$ cat src/rtl/ucode_seq_if.sv
// Decoder <-> sequencer feedback bundle: next ROM address and stage controls in,
// executing microword address, branch candidates and sequence status out.
interface ucode_seq_if;
  logic [8:0] rom_addr;
  logic       ucode_in_r;
  logic       hold_e;
  logic       iu_flush_e;
  logic       u_f_done;
  logic [8:0] u_addr_e;
  logic [8:0] nxt_addr_1;
  logic [8:0] nxt_addr_2;
  logic [8:0] nxt_addr_3;
  logic       u_done_l;
  logic       ucode_busy;
  logic       ucode_err;
  logic [5:0] u_step_cnt;

  modport master (
    output rom_addr, ucode_in_r, hold_e, iu_flush_e, u_f_done,
    input  u_addr_e, nxt_addr_1, nxt_addr_2, nxt_addr_3,
    input  u_done_l, ucode_busy, ucode_err, u_step_cnt
  );

  modport slave (
    input  rom_addr, ucode_in_r, hold_e, iu_flush_e, u_f_done,
    output u_addr_e, nxt_addr_1, nxt_addr_2, nxt_addr_3,
    output u_done_l, ucode_busy, ucode_err, u_step_cnt
  );
endinterface

$ cat src/rtl/ucode_seq.sv
// E-stage microcode sequencer: registers the executing microword address, owns the
// IDLE/RUN/ERR sequence state with a step watchdog, and feeds the decoder's done input.
module ucode_seq #(
  parameter int MAX_STEPS = 63
) (
  input logic       clk,
  input logic       reset_l,
  ucode_seq_if.slave bus
);

  localparam logic [1:0] IDLE = 2'b00;
  localparam logic [1:0] RUN  = 2'b01;
  localparam logic [1:0] ERR  = 2'b10;

  logic [1:0] state;
  logic [1:0] state_nxt;
  logic [8:0] addr;
  logic [8:0] addr_nxt;
  logic [5:0] cnt;
  logic [5:0] cnt_nxt;
  logic       advance;

  assign advance = ~bus.hold_e;

  always_ff @(posedge clk or negedge reset_l) begin
    if (!reset_l) begin
      state <= IDLE;
      addr  <= 9'd0;
      cnt   <= 6'd0;
    end else begin
      state <= state_nxt;
      addr  <= addr_nxt;
      cnt   <= cnt_nxt;
    end
  end

  // Flush outranks hold; the watchdog freezes the address of the last issued word.
  always_comb begin
    state_nxt = state;
    addr_nxt  = addr;
    cnt_nxt   = cnt;
    case (state)
      IDLE: begin
        if (advance && bus.ucode_in_r) begin
          state_nxt = RUN;
          addr_nxt  = bus.rom_addr;
          cnt_nxt   = 6'd1;
        end
      end
      RUN: begin
        if (bus.iu_flush_e) begin
          state_nxt = IDLE;
          cnt_nxt   = 6'd0;
        end else if (advance) begin
          if (bus.u_f_done) begin
            if (bus.ucode_in_r) begin
              addr_nxt = bus.rom_addr;
              cnt_nxt  = 6'd1;
            end else begin
              state_nxt = IDLE;
              cnt_nxt   = 6'd0;
            end
          end else if (cnt == 6'(MAX_STEPS)) begin
            state_nxt = ERR;
          end else begin
            addr_nxt = bus.rom_addr;
            cnt_nxt  = cnt + 6'd1;
          end
        end
      end
      ERR: begin
        if (bus.iu_flush_e) begin
          state_nxt = IDLE;
          cnt_nxt   = 6'd0;
        end
      end
      default: begin
        state_nxt = IDLE;
        cnt_nxt   = 6'd0;
      end
    endcase
  end

  // Outputs depend only on registered state and u_f_done, keeping the decoder loop acyclic.
  always_comb begin
    bus.u_addr_e   = addr;
    bus.nxt_addr_1 = addr + 9'd1;
    bus.nxt_addr_2 = addr + 9'd2;
    bus.nxt_addr_3 = addr + 9'd3;
    bus.u_step_cnt = cnt;
    bus.ucode_busy = (state == RUN);
    bus.ucode_err  = (state == ERR);
    bus.u_done_l   = (state == RUN) ? ~bus.u_f_done : 1'b0;
  end

endmodule

$ cat src/flat_wrapper.sv
// flat-port wrapper written by rule: the top's interface ports become plain ports
module ucode_seq_flat 
#(
  parameter int MAX_STEPS = 63
)
  (clk, reset_l, bus_rom_addr, bus_ucode_in_r, bus_hold_e, bus_iu_flush_e, bus_u_f_done, bus_u_addr_e, bus_nxt_addr_1, bus_nxt_addr_2, bus_nxt_addr_3, bus_u_done_l, bus_ucode_busy, bus_ucode_err, bus_u_step_cnt);
  ucode_seq_if bus_i ();
  input logic clk;
  input logic reset_l;
  input wire logic [$bits(bus_i.rom_addr)-1:0] bus_rom_addr;
  input wire logic [$bits(bus_i.ucode_in_r)-1:0] bus_ucode_in_r;
  input wire logic [$bits(bus_i.hold_e)-1:0] bus_hold_e;
  input wire logic [$bits(bus_i.iu_flush_e)-1:0] bus_iu_flush_e;
  input wire logic [$bits(bus_i.u_f_done)-1:0] bus_u_f_done;
  output wire logic [$bits(bus_i.u_addr_e)-1:0] bus_u_addr_e;
  output wire logic [$bits(bus_i.nxt_addr_1)-1:0] bus_nxt_addr_1;
  output wire logic [$bits(bus_i.nxt_addr_2)-1:0] bus_nxt_addr_2;
  output wire logic [$bits(bus_i.nxt_addr_3)-1:0] bus_nxt_addr_3;
  output wire logic [$bits(bus_i.u_done_l)-1:0] bus_u_done_l;
  output wire logic [$bits(bus_i.ucode_busy)-1:0] bus_ucode_busy;
  output wire logic [$bits(bus_i.ucode_err)-1:0] bus_ucode_err;
  output wire logic [$bits(bus_i.u_step_cnt)-1:0] bus_u_step_cnt;
  assign bus_i.rom_addr = bus_rom_addr;
  assign bus_i.ucode_in_r = bus_ucode_in_r;
  assign bus_i.hold_e = bus_hold_e;
  assign bus_i.iu_flush_e = bus_iu_flush_e;
  assign bus_i.u_f_done = bus_u_f_done;
  assign bus_u_addr_e = bus_i.u_addr_e;
  assign bus_nxt_addr_1 = bus_i.nxt_addr_1;
  assign bus_nxt_addr_2 = bus_i.nxt_addr_2;
  assign bus_nxt_addr_3 = bus_i.nxt_addr_3;
  assign bus_u_done_l = bus_i.u_done_l;
  assign bus_ucode_busy = bus_i.ucode_busy;
  assign bus_ucode_err = bus_i.ucode_err;
  assign bus_u_step_cnt = bus_i.u_step_cnt;
  ucode_seq #(.MAX_STEPS(MAX_STEPS)) u_core (.clk(clk), .reset_l(reset_l), .bus(bus_i));
endmodule
$ cat config.mk
export PLATFORM = sky130hd
export DESIGN_NAME = ucode_seq_flat
export DESIGN_NICKNAME = d
export VERILOG_FILES = /design/src/rtl/ucode_seq_if.sv /design/src/rtl/ucode_seq.sv /design/src/flat_wrapper.sv
export SDC_FILE = /design/constraint.sdc
export NUM_CORES = 1
export LEC_CHECK = 0
export ABC_CLOCK_PERIOD_IN_PS = 4400
export BUFFER_PORTS_ARGS = -buffer_cell sky130_fd_sc_hd__clkbuf_2
export CORE_MARGIN = 8
export CORE_UTILIZATION = 35
export DETAILED_ROUTE_END_ITERATION = 16
export RECOVER_POWER = 25
export SKIP_CTS_REPAIR_TIMING = 1
export SLEW_MARGIN = 20
export SYNTH_ARGS = -nofsm -noshare
export SYNTH_HDL_FRONTEND = slang
export SYNTH_SLANG_ARGS = --single-unit
$ cat constraint.sdc
create_clock -name clk -period 4.4 [get_ports clk]
set_input_delay 0.88 -clock clk [delete_from_list [all_inputs] [get_ports clk]]
set_output_delay 0.88 -clock clk [all_outputs]
set_load 0.01 [all_outputs]
Word level (Yosys, flattened, before mapping). Index checks and enable logic that the tools add are counted.

Flip-flop bits (word level): 17. Latch bits: 0. Memory bits (writable): 0. Memory bits (read-only): 0. Input port bits: 15. Logic and storage cells: 52. Memories: 0.

$add $sub $neg: 4. Multiply operators: 0. Div/mod/pow operators: 0. Magnitude comparators: 0. Equality and inequality tests: 13. Shift-type cells: 0. Muxes and demuxes: 24. Bitwise gates (word level): 2. Reduce and logical (&&, ||, !) cells: 6.

Operator list (number): 9-bit two-way mux (6); 6-bit two-way mux (6); 9-bit by 2-bit adder with 9-bit output, second input constant (2); 6-bit one-hot mux with 3 select lines (1); 9-bit one-hot mux with 2 select lines (1); 2-bit two-way mux (7); 9-bit by 1-bit adder with 9-bit output, second input constant (1); 3-bit != test, second input constant (3); 4-bit != test, second input constant (2); 6-bit by 1-bit adder with 6-bit output, second input constant (1); 6-bit equality test, second input constant (1); 2-bit != test, second input constant (3); 2-bit one-hot mux with 3 select lines (1); 6-bit AND reduction (1); 5-bit AND reduction (1); 4-bit by 3-bit != test with 1-bit output, second input constant (1); 4-bit AND reduction (1); 2-bit by 1-bit equality test with 1-bit output, second input constant (1); 2-bit equality test, second input constant (1); 2-bit zero test (1); 1-bit two-way mux (2); 2-bit by 1-bit != test with 1-bit output, second input constant (1); 1-bit inverter (2); 2-bit nonzero test (1); 1-bit logical AND (1).

Depth between registers and ports, before layout.
Depth in word-level cells: 6. Gate-level depth with buffers: 5. Depth with buffers taken out: 5.

Least setup slack after synthesis. Ideal clock, no wire load.

Kind: flip-flop to output port. From: register u_core.addr[3] (netlist: u_core.bus.u_addr_e[3]). To: output port bus_nxt_addr_2[8]. Arrival time: 1.496 ns. Required time: 3.520 ns. Setup slack: 2.024 ns. Cell stages (with the launch flop): 6. Cells stage by stage: dfrtp_1 > clkbuf_1 > nand4_1 > or2_2 > nor2_1 > xor2_1.

Cells in the longest elaborated chain, start to end: 1.

Ends and longest elaborated chain: from (decl) (line ucode_seq.sv:17) `logic [8:0] addr;`; from (signal assigned) (line ucode_seq.sv:32) `addr <= addr_nxt;`; 9-bit by 2-bit adder with 9-bit output (line ucode_seq.sv:88) `bus.nxt_addr_2 = addr + 9'd2;`; to (decl) (line flat_wrapper.sv:17) `output wire logic [$bits(bus_i.nxt_addr_2)-1:0] bus_nxt_addr_2;`.

Every way passes these cells.

Worst setup path after layout.
From: register u_core.addr[2] (netlist: u_core.bus.u_addr_e[2]). To: output port bus_nxt_addr_3[5].

Cells in the longest elaborated chain, start to end: 1.

Ends and longest elaborated chain: 9-bit by 2-bit adder with 9-bit output (line ucode_seq.sv:89) `bus.nxt_addr_3 = addr + 9'd3;`; to (decl) (line flat_wrapper.sv:18) `output wire logic [$bits(bus_i.nxt_addr_3)-1:0] bus_nxt_addr_3;`.

Every way passes these cells.

==> out/metrics.cfg <==
[clocking]
root_buffer = clkbuf_8
clockBufferDepth = 2
clk_latency_ns = 0.25
cts.clk_slew.worst_paths_ns = 0.07
cts_buffers = 3
htree_levels = 1
tritoncts = yes
cts_sinks = 17

[timing]
max_freq_mhz = 376
hold_viol = 0
post-route-period-util = 0.604
final.setup_skew_ns = 0.00983
rsz0062_at_grt = no
setup_tns_ns = 0
worst_slack_ns = 1.74
max_slew_margin = 0.375
worstMarginPinSlew_ns = 0.938
slew_viol_final = 0
period_minus_slack_ns = 2.66
setup_viol = 0

[detailed_routing]
drc = 0
drtIter0Drc = 19
first_pass_iters = 4
wl_per_cell_um = 13.3
routed_wl_um = 3260
drt.antenna.violating_nets = 0
vias = 1190
vias_per_cell = 4.86

[flow_run]
drv_cap = 0

[critical_path]
r2r-end = u_core.bus.u_step_cnt[0]$_DFFE_PN0P_
endpoint_kind = output port
path_max_fanout = 10
worstPathRequired_ns = 3.52
r2r_start = u_core.state[1]$_DFFE_PN0P_
crit_type = flip-flop to output port
crit_path_start_kind = flip-flop
ff2ff_path_depth = 4
reg2reg_slack_ns = 2.63
worstPathArrival_ns = 1.78

[floorplanning]
io_pins = 60
fp.dieH_um = 78.1
dieWidth_um = 78.1
core_um2 = 3690
rows = 22
start_util = 0.366
die_area_um2 = 6100

[synth]
synth_area_um2 = 1350
ys_warn_count = 0
synth.distinct_cells = 41
synth-edff-count = 0
syn-num-nets = 163
synthTopCellsByCount = 17 x dfrtp_1, 13 x nand2_1, 10 x xnor2_1, 10 x xor2_1, 9 x mux2_2
postSynthCellCount = 143
syn_avg_cell_area_um2 = 9.44
yosysSeqAreaShare = 0.315
synth.largest_area_cell = dfrtp_1
synth.top_cell.area_share = 0.315
synthFlopType = dfrtp_1
yosysMostFrequentCell = dfrtp_1
synthTopCellsByArea = dfrtp_1 32%, mux2_2 7.5%, xnor2_1 6.5%
ys_seq_elements = 17
async_reset_ff_frac = 1.00

[placed_design]
gp_congestion = 0.825
placed_area_um2 = 1650
hpwl_um = 2670
numPortBuffers = 59
pre_cts_slack_ns = 1.99

[global_routing]
grt_pass1_vias = 1218
grt_pass1_wl_um = 5490
grt_max_degree = 18
grt_usage = 0.104
grt_overflow = 0
antenna_found_initial = 0

[layout]
drive_gt1_frac = 0.411
antennaDiodeCount = 0
post-route-util = 0.459
area_growth_pct = 25.5
nets = 218
design_area_um2 = 1690

[pwr]
power_density_nw_per_um2 = 726
ir_drop_mv = 0.274
power_mw = 1.23
power.leakage_nw = 0.805

[min_path]
worst_hold_path.endpoint = u_core.bus.u_step_cnt[1]$_DFFE_PN0P_
hp-class = flip-flop to flip-flop
min-delay-start = u_core.bus.u_step_cnt[1]$_DFFE_PN0P_
hold_depth = 2

[run_status]
outcome = completed

[per-stage QoR]
stage / cells / hold slack, ns
after floorplan: 143 / 0.584
after global placement: 241 / 0.562
after detailed placement: 241 / 0.574
after CTS: 245 / 0.568
after global routing: 245 / 0.605
final: 245 / 0.583
[power by group]
group          total [mW]  switching, mW  internal, mW
combinational       0.769          0.410         0.358
clock               0.118         0.0541        0.0636
sequential          0.343          0.132         0.211
[registers in the layout, summed over array words and instances, names as in the netlist]
signal and flops:
u_core.state 2, u_core.bus.u_step_cnt 6, u_core.bus.u_addr_e 9
[per-layer routing]
layer	vias up	global-route usage	wire length, µm
met5	-	0	0
met3	0	0.0421	373
met1	549	0.125	1440
met4	0	0.0222	0
li1	596	-	-
met2	45	0.171	1440
[worst max-delay path: stages (launching register included)]
cell	delay, ns
dfrtp_1	0.50
ha_1	0.32
a21oi_1	0.27
nand2b_1	0.16
xnor2_1	0.12
clkbuf_2	0.16
[worst max path at each step]
stage                        end  cells past startpoint                          startpoint  slack (ns)
6_report       bus_nxt_addr_3[5]                      5  u_core.bus.u_addr_e[2]$_DFFE_PN0P_        1.74
5_1_grt        bus_nxt_addr_2[8]                      5  u_core.bus.u_addr_e[2]$_DFFE_PN0P_        1.55
4_1_cts        bus_nxt_addr_3[5]                      5  u_core.bus.u_addr_e[2]$_DFFE_PN0P_        1.72
3_5_place_dp        bus_u_done_l                      4                        bus_u_f_done        1.99
3_3_place_gp        bus_u_done_l                      4                        bus_u_f_done        2.02
2_1_floorplan  bus_nxt_addr_2[8]                      5  u_core.bus.u_addr_e[3]$_DFFE_PN0P_        2.02
[cell usage in the layout, fill, tap and decap left out, drive strengths merged, types with 2 or more instances in the layout]
cell	n
nor3	4
xnor2	10
clkbuf	62
nand2b	2
a211oi	3
nand3	7
nand2	13
dfrtp	17
o21ai	5
a2bb2oi	4
and2	3
ha	5
inv	8
nor2b	3
xor2	10
nand4	2
nor2	8
mux2	10
or2	2
a21oi	4
a21o	2
[logic make-up after synthesis]
family | count (synthesis) | synth area share
AO/OA/AOI/OAI | 25 | 0.158
XOR/XNOR | 20 | 0.130
adder cells (fa/ha/maj) | 5 | 0.0463
buffers and inverters | 17 | 0.0639
flip-flops | 17 | 0.315
multiplexers | 10 | 0.0862
AND/OR/NAND/NOR | 49 | 0.201
[area by class of cell]
class	count	area, µm²
inverter	8	30.0
clock inverter	1	7.51
fill	361	1990
timing repair buffer	59	292
clock buffer	3	41.3
multi-input combinational	109	838
tap	48	60.1
sequential	17	425
Note: power is estimated with default switching activity, not from simulation.
